===== src/rtl/latch_deserializer.sv =====
// Purpose: collects strobed latch bits into WIDTH-bit words; optional LATCH_DESER_SYNC_EN adds en/d synchronizers with rising-edge strobe detect.
// Latency: word is visible the cycle after its completing sample (sync build adds 3 cycles from raw en rise to sample).
// Backpressure: one-word holding register; a word completing while it is full and not consumed is dropped and sets sticky overrun.
module latch_deserializer #(
    parameter int WIDTH     = 8,
    parameter bit MSB_FIRST = 1'b1
) (
    input  logic                       clk,
    input  logic                       rst_n,
    input  logic                       en,
    input  logic                       d,
    output logic [WIDTH-1:0]           out_data,
    output logic                       out_valid,
    input  logic                       out_ready,
    output logic                       overrun,
    output logic [$clog2(WIDTH):0]     bit_cnt
);
    localparam int CW = $clog2(WIDTH) + 1;

    logic             samp;
    logic             samp_dat;
    logic [WIDTH-1:0] shift_q;
    logic [WIDTH-1:0] shift_nxt;
    logic             word_done;

`ifdef LATCH_DESER_SYNC_EN
    logic en_s1, en_s2, en_s3;
    logic d_s1, d_s2;

    always_ff @(posedge clk) begin
        if (!rst_n) begin
            en_s1 <= 1'b0;
            en_s2 <= 1'b0;
            en_s3 <= 1'b0;
            d_s1  <= 1'b0;
            d_s2  <= 1'b0;
        end else begin
            en_s1 <= en;
            en_s2 <= en_s1;
            en_s3 <= en_s2;
            d_s1  <= d;
            d_s2  <= d_s1;
        end
    end

    // one sample per synchronized rising edge, however long en stays high
    assign samp     = en_s2 & ~en_s3;
    assign samp_dat = d_s2;
`else
    assign samp     = en;
    assign samp_dat = d;
`endif

    // the incoming bit always enters at the end opposite to where the first bit will finish
    assign shift_nxt = MSB_FIRST ? {shift_q[WIDTH-2:0], samp_dat}
                                 : {samp_dat, shift_q[WIDTH-1:1]};
    assign word_done = samp && (bit_cnt == CW'(WIDTH - 1));

    always_ff @(posedge clk) begin
        if (!rst_n) begin
            shift_q   <= '0;
            bit_cnt   <= '0;
            out_data  <= '0;
            out_valid <= 1'b0;
            overrun   <= 1'b0;
        end else begin
            if (samp) begin
                shift_q <= shift_nxt;
                bit_cnt <= word_done ? '0 : bit_cnt + 1'b1;
            end

            if (word_done && (!out_valid || out_ready)) begin
                out_data  <= shift_nxt;
                out_valid <= 1'b1;
            end else if (word_done) begin
                overrun   <= 1'b1;
            end else if (out_valid && out_ready) begin
                out_valid <= 1'b0;
            end
        end
    end
endmodule


===== config.mk =====
export PLATFORM = sky130hd
export DESIGN_NAME = latch_deserializer
export DESIGN_NICKNAME = d
export VERILOG_FILES = /design/src/rtl/latch_deserializer.sv
export SDC_FILE = /design/constraint.sdc
export NUM_CORES = 1
export LEC_CHECK = 0
export BUFFER_PORTS_ARGS = -buffer_cell sky130_fd_sc_hd__buf_2
export CORE_AREA = 2 2 43 45
export CTS_CLUSTER_SIZE = 40
export DETAILED_ROUTE_END_ITERATION = 12
export DIE_AREA = 0 0 45 47
export PLACE_DENSITY_LB_ADDON = 0.12
export SETUP_SLACK_MARGIN = 0.3
export SKIP_LAST_GASP = 1
export SLEW_MARGIN = 10
export SYNTH_ARGS = -nofsm -noshare
export SYNTH_HDL_FRONTEND = slang
export SYNTH_SLANG_ARGS = --single-unit

===== constraint.sdc =====
create_clock -name clk -period 3.52 [get_ports clk]
set_clock_uncertainty 0.2 [all_clocks]
set_input_delay 0.528 -clock clk [delete_from_list [all_inputs] [get_ports clk]]
set_output_delay 0.528 -clock clk [all_outputs]
set_load 0.02 [all_outputs]

Word-level counts from Yosys, hierarchy flattened
Index checks and enable logic that the tools add are counted.
{"block": "totals", "register_bits": 21, "elab_cells": 21, "in_bits": 5, "output_inout_bits": 14}
{"block": "op_classes", "eq_ne": 2, "addsub": 1, "reduce_logical": 8, "n_mux": 4, "n_bitwise": 1}
{"op": "$add 4x1->4 const B", "count": 1}
{"op": "$eq 4x3->1 const B", "count": 1}
{"op": "$mux 4", "count": 1}
{"op": "$reduce_and 2->1", "count": 2}
{"op": "$logic_and 1x1->1", "count": 3}
{"op": "$mux 1", "count": 3}
{"op": "$ne 2x1->1 const B", "count": 1}
{"op": "$reduce_bool 2->1", "count": 1}
{"op": "$logic_not 1->1", "count": 1}
{"op": "$logic_or 1x1->1", "count": 1}
{"op": "$not 1->1", "count": 1}

Depth between registers and ports, before layout
{"block": "logic_depth", "depth_word": 5, "ltp_mapped": 5, "mapped_depth_nobuf": 4}

Least setup slack after synthesis
Ideal clock, no wire load.
{"block": "synth_path", "kind": "flip-flop to flip-flop", "start": "register bit_cnt[0]", "end": "register out_data[0]", "synth_period_minus_slack_ns": 1.564, "t_required_ns": 3.248, "n_path_buf": 1, "arrival_ns": 1.293, "setup_ns": 0.072, "slack_ns": 1.956, "stages_incl_launch_ff": 6, "cell_sequence": "dfxtp_1 -> ha_1 -> nand4b_2 -> nor2b_2 -> buf_6 -> mux2i_1"}
{"block": "synth_between", "elab_chain_len": 3}
{"element": "start: declaration", "line": "16", "text": "output logic [$clog2(WIDTH):0] bit_cnt"}
{"element": "start signal: assignment", "line": "69", "text": "bit_cnt <= word_done ? '0 : bit_cnt + 1'b1;"}
{"element": "$eq 4x3->1", "line": "57", "text": "assign word_done = samp && (bit_cnt == CW'(WIDTH - 1));"}
{"element": "$logic_and 1x1->1", "line": "57"}
{"element": "$logic_and 1x1->1", "line": "72", "text": "if (word_done && (!out_valid || out_ready)) begin"}
{"element": "end signal: assignment", "line": "73", "text": "out_data <= shift_nxt;"}
{"element": "end: declaration", "line": "12", "text": "output logic [WIDTH-1:0] out_data,"}
Every way passes these cells.
A chain may end at the register's enable or synchronous reset.

Final worst setup path
Ends and elaborated chain as after synthesis.

==> impl_results.md <==
- Final Util: 57.80%
- FF+latch area: 420.4 sq um
- CP required: 3.56 ns
- Mean area per synthesized cell: 10.22 sq um
- Critical-path maximum fanout: 8
- Largest family of logic cells by synthesized area: simple AND/OR/NAND/NOR gates
- Reg2Reg Launch Point: bit_cnt[0]$_SDFFE_PN0P_
- Synthesized instance count: 83
- Maximum number of pins on one net before global-route repair: 30
- Worst slew margin: 65.59%
- IO Count: 19
- Tot GR Track Use: 13.72%
- Critical path launch point type: flop
- Worst setup path category: flop to flop
- Flop2flop setup slack: 1.77 ns
- Sw frac: 22.62%
- RSZ-0062 raised after global routing: no
- Core Rows: 15
- Die H: 47 microns
- Total CTS buffers: 3
- Post-layout minimum cycle time: 1.753 ns
- Worst-case reg-to-reg path depth: 4
- CP max-delay cell: nor2b_2
- Register area share after synthesis: 49.56%
- Post-synth EDFFs: 0
- Clk_lat worst skew: 0.30 ns
- Post-CTS setup repair buffer count: 0
- Worst Tran Pin Value: 0.5138 ns
- Global-route wire length before repair: 2056 microns
- Top delay family on crit path: simple AND/OR/NAND/NOR gates
- Status: completed
- Commonest non-fill, non-tap cells in the layout: 21 x dfxtp_1, 18 x nand2_1, 18 x buf_2
- Syn nets: 89
- HP Class: flop to flop
- Drt drc: 0
- Clock Sinks: 21
- R2R Path End: out_data[0]$_SDFFE_PN0P_
- YS warnings: 0
- Mapped Area: 848.3 sq um
- Synth Area in Adders: 1.475%
- Power Internal: 293.3 uW
- Initial core utilization: 51.36%
- Compound-gate portion of the synthesized area: 3.540%
- Type of destination of the critical path: flop
- Post-Synth XOR/XNOR Area: 1.032%
- FILL cells: 171
- Seq pwr share: 64.3%
- Vias in the first global route: 485
- Routed Antenna Nets: 0
- Synth cell types: 21
- VDD IR max: 315.8 uV
- Port buffer count: 18
- CTS root buf: clkbuf_4
- Multi-input logic area: 395.4 sq um
- Initial DRC count: 4
- Core area: 1652 sq um
- PwrDens: 397.1 nW/um^2
- Simple-Gate Fraction of Synth Area: 21.68%
- Area grow syn2layout: 12.54%
- Worst EP arrival: 1.79 ns
- Comb power frac: 6.1%
- Origin of the worst min-delay path: out_data[6]$_SDFFE_PN0P_
- Pleak: 0.0004095 uW
- Hpwl dp: 855.3 microns
- Worst path bufs/invs: 0
- Clk buf depth: 2
- Seq cells post-synth: 21
- # setup viols final: 0
- Most common cell after layout, fill and taps aside: dfxtp_1
- Nets: 107
- Max Clock Freq: 0.5706 GHz
- Clk network pwr share: 29.5%
- TritonCTS clock tree: built
- Diodes inserted: 0
- Hold Path Stages: 2
- Total gr overflow: 0
- Die area: 2115 sq um
- RePlAce Congestion: 0.6904
- Predominant post-synthesis flop cell: dfxtp_1
- Largest stage delay on the critical path: 0.46 ns
- Die Span X: 45 microns
- Post-synthesis mux area share: 18.88%
- Ys async rst share: 0%
- Setup TNS: 0 ns
- Pre-Repair DR Iteration Count: 4
- Switching pwr: 85.75 uW
- Vias: 571
- Maxcap violations: 0
- Drt wl/cell: 10.53 microns
- Fin. max-slew vios: 0
- # H-tree levels: 1
- # hold bufs at CTS: 0
- Share of the clock period used by the worst path: 49.79%
- Vias/cell: 4.880
- Hold EP: out_data[6]$_SDFFE_PN0P_
- Final Hold Fails: 0
- Initial antenna violation count: 0
- Worst-path clk slew: 0.11 ns
- Detailed-route wire length: 1232 microns
- CP cell instances: ha_1, nand4b_2, nor2b_2, mux2i_1
- Share of post-route cells with drive strength above 1: 24.00%
- PostCTS Resize Cnt: 0
## per-stage QoR
step	cell area, sq um	power (uW)	setup WS (ns)	instances	hold WS (ns)
after floorplan	848.3	267.0	1.956	83	0.2374
after global placement	927.1	272.5	1.546	113	0.2408
after detailed placement	927.1	272.8	1.537	113	0.2438
after CTS	954.7	388.0	1.744	117	0.2643
after global routing	954.7	395.8	1.603	117	0.2829
final	954.7	379.1	1.767	117	0.2580
## state kept, by name, summed over array words and instances (netlist names)
| signal | flops |
|---|---|
| out_data | 8 |
| shift_q | 7 |
| bit_cnt | 4 |
| out_valid | 1 |
| overrun | 1 |
## kinds of logic (layout without fill, tap and decap cells)
logic type	Yosys count	in the layout
compound gates	4	4
xor+xnor	1	1
fa+ha+maj	1	1
buf+inv	5	22
flops	21	21
mux	16	16
simple gates	35	35
## power groups by stage
stage	Clock (uW)	Combinational (uW)	Sequential [uW]
2_1_floorplan	0	16.0	251
3_3_place_gp	0	23.3	249
3_5_place_dp	0	23.5	249
4_1_cts	120	23.7	244
5_1_grt	125	25.9	245
6_report	112	23.2	244
## how the worst max path moves through the flow
stage                                  startpoint                  endpoint  cells after the start
after global routing      bit_cnt[0]$_SDFFE_PN0P_  out_data[0]$_SDFFE_PN0P_                      4
after global placement                         en  out_data[5]$_SDFFE_PN0P_                      4
final                     bit_cnt[0]$_SDFFE_PN0P_  out_data[0]$_SDFFE_PN0P_                      4
after floorplan           bit_cnt[0]$_SDFFE_PN0P_  out_data[0]$_SDFFE_PN0P_                      5
after CTS                 bit_cnt[0]$_SDFFE_PN0P_  out_data[0]$_SDFFE_PN0P_                      4
after detailed placement                       en  out_data[3]$_SDFFE_PN0P_                      4
## cell type report
class,instances,area share (%)
Clock inverter,1,0.5242
Clock buffer,3,2.359
Multi-Input combinational cell,57,41.42
Tap cell,17,2.228
Sequential cell,21,44.04
Timing Repair Buffer,18,9.436
## worst register-to-register path, delay by kind of cell (launching register included)
kind,cells,cell delay [ns]
fa+ha+maj,1,0.22
flops,1,0.41
mux,1,0.23
simple gates,2,0.62
## per-layer routing
metal | vias to the layer above | part of all wire (%) | global-route usage (%) | wire length, microns
met5 | - | 0 | 0 | 0
met4 | 0 | 0.49 | 7.059 | 6
met3 | 2 | 5.7 | 3.462 | 70
met2 | 17 | 42 | 19.71 | 516
met1 | 248 | 52 | 19.09 | 638
li1 | 304 | - | - | -
## cells in the mapped netlist (2+ instances only)
master	count	area share, %
a21boi_1	2	1.8
nand2_1	18	8.0
buf_2	2	1.2
nand2b_1	2	1.5
nor2b_1	8	5.9
dfxtp_1	21	50
mux2i_1	16	19
No activity file was read; power rests on OpenSTA's default activity.
